## src/rtl/pwm_compare.sv

```systemverilog
// -----------------------------------------------------------------------------
// pwm_compare
//
// Turns the value of a free-running counter into a registered PWM waveform.
// A duty word is taken in through a valid/ready handshake and held in a
// pending slot. It becomes the active duty only on a counter wrap, so a
// period never changes duty part-way through. The block also emits a
// one-cycle strobe at the start of each period while it is enabled.
//
// Ports
//   i_clk          clock, same domain as the counter
//   i_reset        asynchronous, active-high reset
//   i_count        sampled counter value (wraps 2^CNT_WIDTH-1 -> 0)
//   i_enable       1 = generate PWM, 0 = return to IDLE
//   i_duty_valid   duty word offered by the producer
//   i_duty         duty word: high time in clocks per period
//   o_duty_ready   1 = pending slot empty, so a valid word is taken this cycle
//   o_pwm          registered PWM output
//   o_period_start one-cycle strobe on each wrap seen in ARMED or RUN
//   o_running      1 while in RUN
// -----------------------------------------------------------------------------
module pwm_compare #(
  parameter int CNT_WIDTH = 8
) (
  input  logic                 i_clk,
  input  logic                 i_reset,
  input  logic [CNT_WIDTH-1:0] i_count,
  input  logic                 i_enable,
  input  logic                 i_duty_valid,
  input  logic [CNT_WIDTH-1:0] i_duty,
  output logic                 o_duty_ready,
  output logic                 o_pwm,
  output logic                 o_period_start,
  output logic                 o_running
);

  typedef enum logic [1:0] {
    ST_IDLE  = 2'd0,
    ST_ARMED = 2'd1,
    ST_RUN   = 2'd2
  } state_t;

  // Unsigned compare. A duty of 0 never drives high, and the largest duty
  // still leaves one low count per period, so 100% duty is not reachable.
  function automatic logic duty_compare(input logic [CNT_WIDTH-1:0] count,
                                        input logic [CNT_WIDTH-1:0] duty);
    return (count < duty);
  endfunction

  state_t                 state_q, state_d;
  logic [CNT_WIDTH-1:0]   prev_count_q, prev_count_d;
  logic [CNT_WIDTH-1:0]   active_duty_q, active_duty_d;
  logic [CNT_WIDTH-1:0]   pending_duty_q, pending_duty_d;
  logic                   pending_full_q, pending_full_d;
  logic                   duty_ready_q, duty_ready_d;
  logic                   pwm_q, pwm_d;
  logic                   period_start_q, period_start_d;
  logic                   running_q, running_d;

  logic                   wrap;
  logic                   accept;
  logic                   load_active;
  logic [CNT_WIDTH-1:0]   eff_duty;

  always_comb begin
    // A wrap is the first cycle at zero. Because prev_count tracks the input
    // every cycle, a counter held at zero produces exactly one wrap.
    wrap        = (i_count == '0) && (prev_count_q != '0);
    // Ready is the registered inverse of pending_full, so an accept can never
    // land on the same cycle as a pending->active move.
    accept      = i_duty_valid && duty_ready_q;
    load_active = wrap && pending_full_q;
    // The count-0 compare on a wrap uses the word being promoted, so the new
    // period starts cleanly with the new duty.
    eff_duty    = load_active ? pending_duty_q : active_duty_q;

    prev_count_d   = i_count;
    active_duty_d  = load_active ? pending_duty_q : active_duty_q;
    pending_duty_d = accept ? i_duty : pending_duty_q;

    pending_full_d = pending_full_q;
    if (load_active) begin
      pending_full_d = 1'b0;
    end else if (accept) begin
      pending_full_d = 1'b1;
    end
    duty_ready_d = ~pending_full_d;

    state_d        = state_q;
    pwm_d          = 1'b0;
    period_start_d = 1'b0;

    case (state_q)
      ST_IDLE: begin
        if (i_enable) begin
          state_d = ST_ARMED;
        end
      end
      ST_ARMED: begin
        if (!i_enable) begin
          state_d = ST_IDLE;
        end else if (wrap) begin
          state_d        = ST_RUN;
          period_start_d = 1'b1;
          pwm_d          = duty_compare(i_count, eff_duty);
        end
      end
      ST_RUN: begin
        if (!i_enable) begin
          state_d = ST_IDLE;
        end else begin
          period_start_d = wrap;
          pwm_d          = duty_compare(i_count, eff_duty);
        end
      end
      default: begin
        state_d = ST_IDLE;
      end
    endcase

    running_d = (state_d == ST_RUN);
  end

  always_ff @(posedge i_clk or posedge i_reset) begin
    if (i_reset) begin
      state_q        <= ST_IDLE;
      prev_count_q   <= '1;
      active_duty_q  <= '0;
      pending_duty_q <= '0;
      pending_full_q <= 1'b0;
      duty_ready_q   <= 1'b1;
      pwm_q          <= 1'b0;
      period_start_q <= 1'b0;
      running_q      <= 1'b0;
    end else begin
      state_q        <= state_d;
      prev_count_q   <= prev_count_d;
      active_duty_q  <= active_duty_d;
      pending_duty_q <= pending_duty_d;
      pending_full_q <= pending_full_d;
      duty_ready_q   <= duty_ready_d;
      pwm_q          <= pwm_d;
      period_start_q <= period_start_d;
      running_q      <= running_d;
    end
  end

  assign o_duty_ready   = duty_ready_q;
  assign o_pwm          = pwm_q;
  assign o_period_start = period_start_q;
  assign o_running      = running_q;

endmodule

```

## config.mk

```make
export PLATFORM = sky130hd
export DESIGN_NAME = pwm_compare
export DESIGN_NICKNAME = d
export VERILOG_FILES = /design/src/rtl/pwm_compare.sv
export SDC_FILE = /design/constraint.sdc
export NUM_CORES = 1
export LEC_CHECK = 0
export CORE_ASPECT_RATIO = 0.7
export CORE_MARGIN = 2
export CORE_UTILIZATION = 40
export CTS_CLUSTER_SIZE = 16
export DETAILED_ROUTE_END_ITERATION = 10
export HOLD_SLACK_MARGIN = 0.05
export PLACE_DENSITY = 0.66
export SYNTH_ARGS = -nofsm -noshare
export SYNTH_HDL_FRONTEND = slang
export SYNTH_SLANG_ARGS = --single-unit
```

## constraint.sdc

```tcl
create_clock -name i_clk -period 2.4 [get_ports i_clk]
set_input_delay 0.6 -clock i_clk [delete_from_list [all_inputs] [get_ports i_clk]]
set_output_delay 0.6 -clock i_clk [all_outputs]
set_load 0.01 [all_outputs]
```

Yosys cells after proc, flatten, opt, wreduce, memory -nomap -nowiden

Cells that the tools add are included.
W data, S select, Z words.

Register bits: 31
Bits of input ports: 20
Output and inout port bits: 4
Logic and storage cells: 36

Bitwise gates (word level): 1
Equal/unequal tests: 3
Magnitude comparators: 1
Reductions and logical operators: 6
Multiplexer cells: 16

Operators by type and width:

| operator             | number |
|---|---|
| $logic_not A8 Y1     | 1 |
| $lt A8 B8 Y1         | 1 |
| $mux W1              | 8 |
| $mux W2              | 4 |
| $mux W8              | 1 |
| $reduce_bool A8 Y1   | 1 |
| $pmux W2 S3          | 1 |
| $eq A2 B2 Y1 const B | 2 |
| $pmux W1 S2          | 2 |
| $logic_and A1 B1 Y1  | 3 |
| $eq A2 B1 Y1 const B | 1 |
| $logic_not A2 Y1     | 1 |
| $not A1 Y1           | 1 |

Logic depth before layout (Yosys ltp)

Gate-level depths: netlist of the first run.

Depth after elaboration: 8
Depth in mapped cells: 10
Depth with buffers taken out: 10

Worst setup path before layout of the first run

Ideal clock, no wire load.

Path type: input-to-reg
Start point: in i_count[1]
End point: reg pwm_q, in the netlist o_pwm
Data required time: 2.276 ns
Library setup time: 0.124 ns
Data arrival time: 2.463 ns
Buffers on the path: 0
Stages: 10
Setup slack: -0.188 ns
Cells stage by stage: nor4_2 -> o2111ai_4 -> mux2_2 -> inv_1 -> ha_1 -> nand3_1 -> a21boi_0 -> a211oi_1 -> a211oi_1 -> nor2_1

Cells in the longest elaborated chain, start to end: 8
Elaborated cells between the ends (all ways): 9
Those cells by class: 1 x order compare; 5 x mux; 3 x reduce/logical

RTL lines:

| element                | RTL line | text |
|---|---|---|
| start: declaration     | 27       | `input logic [CNT_WIDTH-1:0] i_count,` |
| $logic_not A8 Y1       | 68       | `wrap = (i_count == '0) && (prev_count_q != '0);` |
| $logic_and A1 B1 Y1    | 68       |  |
| $logic_and A1 B1 Y1    | 72       | `load_active = wrap && pending_full_q;` |
| $mux W8                | n/a      |  |
| $lt A8 B8 Y1           | 47       | `return (count < duty);` |
| $mux W1                | 102      | `end else if (wrap) begin` |
| $mux W1                | 100      | `if (!i_enable) begin` |
| $pmux W1 S2 *          | 93       | `case (state_q)` |
| named net pwm_d        | 56       | `logic pwm_q, pwm_d;` |
| end signal: assignment | 142      | `pwm_q <= pwm_d;` |
| end: declaration       | 56       |  |

Mark *: on every way through the listed nets, which the timed path passes. The rest lies on a longest branch.
A chain may end at the register's enable or synchronous reset.

Worst setup path after layout of the first run

Start point: reg prev_count_q[1]
End point: reg pwm_q, in the netlist o_pwm

Cells in the longest elaborated chain, start to end: 8
Elaborated cells between the ends (all ways): 9
Those cells by class: 1 x order compare; 5 x mux; 3 x reduce/logical

RTL lines:

| element                  | RTL line | text |
|---|---|---|
| start: declaration       | 51       | `logic [CNT_WIDTH-1:0] prev_count_q, prev_count_d;` |
| start signal: assignment | 137      | `prev_count_q <= prev_count_d;` |
| $reduce_bool A8 Y1 *     | 68       |  |
| $logic_and A1 B1 Y1 *    | 68       |  |
| $logic_and A1 B1 Y1      | 72       |  |
| $mux W8                  | n/a      |  |
| $lt A8 B8 Y1             | 47       |  |
| $mux W1                  | 102      |  |
| $mux W1                  | 100      |  |
| $pmux W1 S2 *            | 93       |  |
| named net pwm_d          | 56       |  |

Marked as above.

==> results.md, run 1 <==
* Status: finished with violations
* Failing checks: negative setup slack
* Crit path required time at 2.58 ns
* Initial antenna violation count at 0
* Async SR Flop Fraction at 100.0%
* Max_cap viols at 0
* Share of cells above drive strength 1 at 41.14%
* Largest net degree at the start of global routing at 32
* Final worst path period share at 105.8%
* DIE AREA at 4000 um^2
* Fmax at 393.9 MHz
* Xor and xnor area share after synthesis at 0%
* Area grow syn2layout at 43.12%
* Largest family of logic cells by synthesized area: multiplexers
* Mux share of post-synthesis cell area at 12.77%
* DRT Pass-1 Iters at 4
* Slack of the critical path at -0.1385 ns
* CTS buffer count at 5
* Crit-path slowest cell: or4_4
* Boundary Pins at 24
* Worst Setup Path Type: flip-flop to flip-flop
* Post-synthesis cell count at 106
* DR iter-0 viols at 45
* Final Hold Fails at 0
* Fin. max-slew vios at 0
* Sequential-to-total area share from yosys stat at 56.16%
* Simple-Gate Fraction of Synth Area at 8.571%
* Crit path launch type: flip-flop
* Core Area at 3254 um^2
* Hold crit path type: flip-flop to flip-flop
* Clock sink total at 31
* Final instance area at 2006 um^2
* Post-Place Worst Slack at -0.6247 ns
* Critical path's largest stage delay at 0.56 ns
* Ys Warns at 0
* Synth Area in Adders at 9.821%
* Mean Syn Cell Area at 13.22 um^2
* Die X at 74.75 um
* Minimum clock period at 2.539 ns
* Total gr overflow at 0
* Clk Latency, worst-skew pair at 0.29 ns
* Vias in the first global route at 1,030
* WL/cell at 14.36 um
* CP Cell Sequence: or4_4 > o2111ai_4 > buf_12 > mux2_4 > inv_4 > ha_4 > nand3_1 > a21boi_2 > a211oi_2 > a211oi_1 > nor2_1
* Critical path arrival at 2.72 ns
* Root Buffer: clkbuf_8
* EDFF count, synth at 0
* GRT Util Overall at 17.61%
* Post-route DRC at 0
* Vias/cell at 4.702
* Max_slew headroom at 67.95%
* CTS clk-pin slew, worst paths at 0.07 ns
* Nets at 188
* Final Skew at 0.01048 ns
* N_diodes at 0
* Worst Tran Pin Value at 0.4786 ns
* PortBufs at 23
* VDD IR max at 0.4343 mV
* Initial Utilization at 43.06%
* Routed vias at 964
* Leak pwr at 0.9083 nW
* Final setup vio count at 1
* Netlist Area Pre-Place at 1401 um^2
* First-pass GRT wire length at 4871 um
* Bufs on Longest Clock Path at 2
* Routed Antenna Nets at 0
* Crit path max fanout at 4
* DP Area at 1846 um^2
* Filler cells at 280
* DRT Wirelength at 2944 um
* CTS tree: built
* RePlAce Congestion at 0.7992
* RSZ-0062 raised after global routing: true
* Dpl cells at 191
* Die H at 53.52 um
* Cell Pwr Density at 729.2 nW/um^2
* Post-CTS Hold Buffers at 0
* CP endpoint kind: flip-flop
* Finished Layout Cells at 205
* Max H-tree Level at 2
* DP HPWL at 2148 um
* Distinct cells, synth at 28
* Ys flop type: dfrtp_1
* Seq cells post-synth at 31
* Post-Synthesis Net Count at 137
* Row count at 17
* Compound-gate portion of the synthesized area at 8.661%
==> layout make-up <==
cell class | count | area [um^2] | share of cell area, %
multi-input combinational | 60 | 616.8 | 30.75
sequential | 31 | 787.0 | 39.24
clock inverter | 3 | 20.02 | 0.9981
tap | 47 | 58.81 | 2.932
timing repair buffer | 45 | 399.1 | 19.90
clock buffer | 5 | 68.82 | 3.431
inverter | 14 | 55.05 | 2.745
==> worst paths after layout <==
check                                      startpoint                       endpoint  slack [ns]  depth (start not counted)
min in group asynchronous                     i_reset  pending_duty_q[3]$_DFFE_PP0P_        0.68                          3
hold reg to reg            active_duty_q[3]$_DFF_PP0_     active_duty_q[3]$_DFF_PP0_        0.50                          1
max in group asynchronous                     i_reset      prev_count_q[7]$_DFF_PP1_        1.39                          3
hold / removal             active_duty_q[3]$_DFF_PP0_     active_duty_q[3]$_DFF_PP0_        0.50                          1
setup / recovery            prev_count_q[1]$_DFF_PP1_                o_pwm$_DFF_PP0_       -0.14                         11
setup reg to reg            prev_count_q[1]$_DFF_PP1_                o_pwm$_DFF_PP0_       -0.14                         11
==> metal layers <==
layer	vias to the layer above	global-route usage (%)	part of all wire (%)
li1	471	-	-
met5	-	0	0
met4	0	9.226	2.5
met3	9	5.714	5.2
met2	27	25.22	43
met1	457	23.75	49
==> synth_stat cells (all sizes together), types with 2 or more instances <==
| cell | n | area, um^2 |
|---|---|---|
| o21ai | 3 | 15.01 |
| or4 | 2 | 22.52 |
| mux2 | 12 | 138.9 |
| inv | 14 | 52.55 |
| mux2i | 4 | 40.04 |
| nor4 | 2 | 25.02 |
| a211oi | 3 | 22.52 |
| dfrtp | 22 | 550.5 |
| a21oi | 4 | 20.02 |
| nor2 | 2 | 7.510 |
| ha | 11 | 137.6 |
| nand2 | 2 | 7.510 |
| dfstp | 9 | 236.5 |
| nand3 | 3 | 15.01 |
==> sequential cells by signal, summed over array words and instances, names as in the netlist <==
register and count:
o_duty_ready 1, o_period_start 1, prev_count_q 8, pending_full_q 1, o_running 1, o_pwm 1, pending_duty_q 8, state_q 2
active_duty_q 8
==> stage by stage <==
stage / power, mW / utilization (%) / hold WS, ns / TNS [ns]
global route: 1.556 / 61.63 / 0.5161 / -0.2625
floorplan: 0.8977 / - / 0.4565 / -0.05016
CTS: 1.468 / 60.82 / 0.5038 / -0.1399
global placement: 1.016 / 56.71 / 0.4826 / -0.6332
detailed placement: 1.036 / 56.71 / 0.4865 / -0.7677
finish: 1.463 / 61.63 / 0.5017 / -0.1385
==> placed cells by master, fill, tap and decap left out, drive strengths merged, types with 2 or more instances in the layout <==
| cell type | n |
|---|---|
| nand3 | 3 |
| o21ai | 3 |
| inv | 14 |
| nand2 | 2 |
| clkbuf | 5 |
| nor4 | 2 |
| dfstp | 9 |
| mux2 | 12 |
| nor2 | 2 |
| a21oi | 4 |
| or4 | 2 |
| buf | 23 |
| a211oi | 3 |
| clkinvlp | 2 |
| dlygate4sd2 | 6 |
| clkdlybuf4s50 | 15 |
| dfrtp | 22 |
| ha | 11 |
| mux2i | 4 |
==> cells by family after synthesis <==
group	after synthesis
AND/OR/NAND/NOR	17
flip-flops	31
adder cells (fa/ha/maj)	11
AO/OA/AOI/OAI	16
multiplexers	16
buffers and inverters	15
==> critical path, delay by kind of cell (launching register included) <==
family / cells / cell delay, ns
compound gates: 4 / 0.70
fa+ha+maj: 1 / 0.13
buf+inv: 2 / 0.21
flops: 1 / 0.36
mux: 1 / 0.31
simple gates: 3 / 0.71
==> what timing repair did <==
item                       CTS  global route
gates cloned                 0             0
resized for setup           14             5
buffers inserted             5             1
setup endpoints to repair    1             1
pin swaps                    9             3
==> power by group <==
| part | switching, mW | internal, mW | total [mW] |
|---|---|---|---|
| logic | 0.150 | 0.197 | 0.347 |
| clock network | 0.209 | 0.201 | 0.410 |
| registers | 0.0663 | 0.639 | 0.705 |
| total | 0.425 | 1.04 | 1.46 |
Note: power is estimated with default switching activity, not from simulation.
==> inputs of run 2 (changes only) <==
Settings changed: SKIP_LAST_GASP set to 1.
==> run 2 against run 1 <==
Against the previous run: the run still ends with negative setup slack left; power is essentially flat; critical endpoint unchanged; first-iteration DRC count is the same; sequential power is essentially flat.
==> results.md, run 2 (synthesized netlist as in run 1, its figures left out) <==
* Initial Utilization at 43.06% (unchanged)
* Total gr overflow at 0 (unchanged)
* DRT Wirelength at 2947 um (+0.10%)
* Final worst path period share at 106.2% (+0.44 points)
* DP Area at 1846 um^2 (unchanged)
* Setup_tns at -0.1491 ns (-0.01055 ns)
* Slack of the critical path at -0.1491 ns (-0.01055 ns)
* PortBufs at 23 (unchanged)
* Bufs on Longest Clock Path at 2 (unchanged)
* Final setup vio count at 1 (unchanged)
* Row count at 17 (unchanged)
* DIE AREA at 4000 um^2 (unchanged)
* Status: finished with violations
* Share of cells above drive strength 1 at 41.14% (unchanged)
* CP endpoint kind: flip-flop
* Area grow syn2layout at 43.30%
* Final Skew at 0.01032 ns (-0.0001573 ns)
* Fin. max-slew vios at 0 (unchanged)
* Cell Pwr Density at 727.9 nW/um^2 (-0.18%)
* Hold WS at 0.5017 ns (unchanged)
* Max_cap viols at 0 (unchanged)
* Finished Layout Cells at 205 (unchanged)
* Largest net degree at the start of global routing at 32 (unchanged)
* Crit path required time at 2.58 ns (about the same)
* Critical path arrival at 2.73 ns (about the same)
* Dpl cells at 191 (unchanged)
* Final Hold Fails at 0 (unchanged)
* DP HPWL at 2148 um (unchanged)
* CTS tree: built
* DR iter-0 viols at 45 (unchanged)
* N_diodes at 0 (unchanged)
* Worst Tran Pin Value at 0.4787 ns (+0.00002599 ns)
* Critical path's largest stage delay at 0.38 ns (-0.18 ns)
* Crit-path slowest cell: nor4_4
* First-pass GRT wire length at 4871 um (unchanged)
* Minimum clock period at 2.549 ns (+0.01055 ns)
* DRT Pass-1 Iters at 4 (unchanged)
* Vias/cell at 4.688 (-0.31%)
* Leak pwr at 0.9090 nW (about the same)
* Largest regs: active_duty_q x8, pending_duty_q x8, prev_count_q x8
* Max_slew headroom at 67.95% (about the same)
* Fmax at 392.3 MHz (-0.41%)
* Failing checks: negative setup slack
* Routed Antenna Nets at 0 (unchanged)
* CTS clk-pin slew, worst paths at 0.07 ns (about the same)
* VDD IR max at 0.4342 mV (about the same)
* Final instance area at 2008 um^2 (+0.13%)
* Routed vias at 961 (-0.31%)
* Commonest cells after routing, fill and taps aside: dfrtp_1 (22), buf_4 (20), clkdlybuf4s50_1 (15), inv_1 (13)
* Crit path launch type: primary input
* Clk Latency, worst-skew pair at 0.29 ns (about the same)
* WL/cell at 14.38 um (+0.10%)
* RePlAce Congestion at 0.7992 (unchanged)
* Vias in the first global route at 1,030 (unchanged)
* CP Cell Sequence: dlygate4sd2_1 > nor4_4 > o2111ai_4 > buf_12 > mux2_4 > inv_2 > ha_4 > nand3_1 > a21boi_2 > a211oi_2 > a211oi_1 > nor2_1
* Die H at 53.52 um (unchanged)
* Post-CTS Hold Buffers at 0 (unchanged)
* Nets at 188 (unchanged)
* Max H-tree Level at 2 (unchanged)
* Core Area at 3254 um^2 (unchanged)
* CTS buffer count at 5 (unchanged)
* Hold crit path type: flip-flop to flip-flop
* Family with the most delay on the worst path: compound AO/OA/AOI/OAI gates
* Post-Place Worst Slack at -0.6247 ns (unchanged)
* Filler cells at 280 (unchanged)
* Post-route DRC at 0 (unchanged)
* Die X at 74.75 um (unchanged)
* Crit path max fanout at 4 (unchanged)
* GRT Util Overall at 17.61% (unchanged)
* R2r setup slk at -0.14 ns (about the same)
* Root Buffer: clkbuf_8
* Boundary Pins at 24 (unchanged)
* Clock sink total at 31 (unchanged)
* Crit path buffers/inverters at 3 (+1)
* Initial antenna violation count at 0 (unchanged)
* Worst Setup Path Type: primary input to flip-flop
* RSZ-0062 raised after global routing: true
* Most common cell after layout, fill and taps aside: dfrtp_1
==> run 2: changes by cell type in the layout (fill, tap and decap cells not counted) <==
cell,delta
inv_4,-1
clkdlybuf4s15_1,-1
clkdlybuf4s15_2,+1
buf_2,-1
dlygate4sd2_1,+1
inv_2,+1
==> run 2: final timing paths <==
path / startpoint / depth (start not counted) / to
worst max-delay path: i_count[0] / 12 / o_pwm$_DFF_PP0_
max in group asynchronous: i_reset / 3 / prev_count_q[7]$_DFF_PP1_
min in group asynchronous: i_reset / 3 / pending_duty_q[3]$_DFFE_PP0P_
worst max register to register: prev_count_q[1]$_DFF_PP1_ / 11 / o_pwm$_DFF_PP0_
worst min register to register: active_duty_q[3]$_DFF_PP0_ / 1 / active_duty_q[3]$_DFF_PP0_
worst min-delay path: active_duty_q[3]$_DFF_PP0_ / 1 / active_duty_q[3]$_DFF_PP0_
==> run 2: what timing repair did <==
action                                  4_1_cts  5_1_grt
pin swaps                                     9        3
resized for setup                            14        2
buffers inserted                              5        1
endpoints found under the setup margin        1        1
==> run 2: report_power, final <==
group / total [mW] / switching [mW] / internal, mW
clock network: 0.411 / 0.209 / 0.201
logic: 0.346 / 0.149 / 0.197
registers: 0.705 / 0.0663 / 0.639
==> run 2: metrics by stage <==
stage / power [mW] / util, %
5_1_grt: 1.555 / 61.71
2_1_floorplan: 0.8977 / -
3_3_place_gp: 1.016 / 56.71
6_report: 1.462 / 61.71
4_1_cts: 1.468 / 60.82
3_5_place_dp: 1.036 / 56.71
==> run 2: worst reg2reg max path: cells and delay by family, from the launching register on <==
kind,cells,cell delay [ns]
fa+ha+maj,1,0.13
simple gates,3,0.71
mux,1,0.30
compound gates,4,0.72
buf+inv,2,0.22
flops,1,0.36
==> run 2: per-layer routing <==
metal | GRT usage [%] | routed length, um | part of all wire, % | up-vias
li1 | - | - | - | 472
met1 | 23.75 | 1461 | 50 | 455
met2 | 25.22 | 1262 | 43 | 25
met3 | 5.714 | 148 | 5.0 | 9
met4 | 9.226 | 73 | 2.5 | 0
met5 | 0 | 0 | 0 | -
==> run 2: cell type report <==
type / count / area, um^2 / area share (%)
flip-flops and latches: 31 / 787.0 / 39.19
inverters: 14 / 52.55 / 2.617
clock buffers: 5 / 68.82 / 3.427
repair buffers: 45 / 404.1 / 20.12
well taps: 47 / 58.81 / 2.928
multi-input cells: 60 / 616.8 / 30.72
clock inverters: 3 / 20.02 / 0.9969
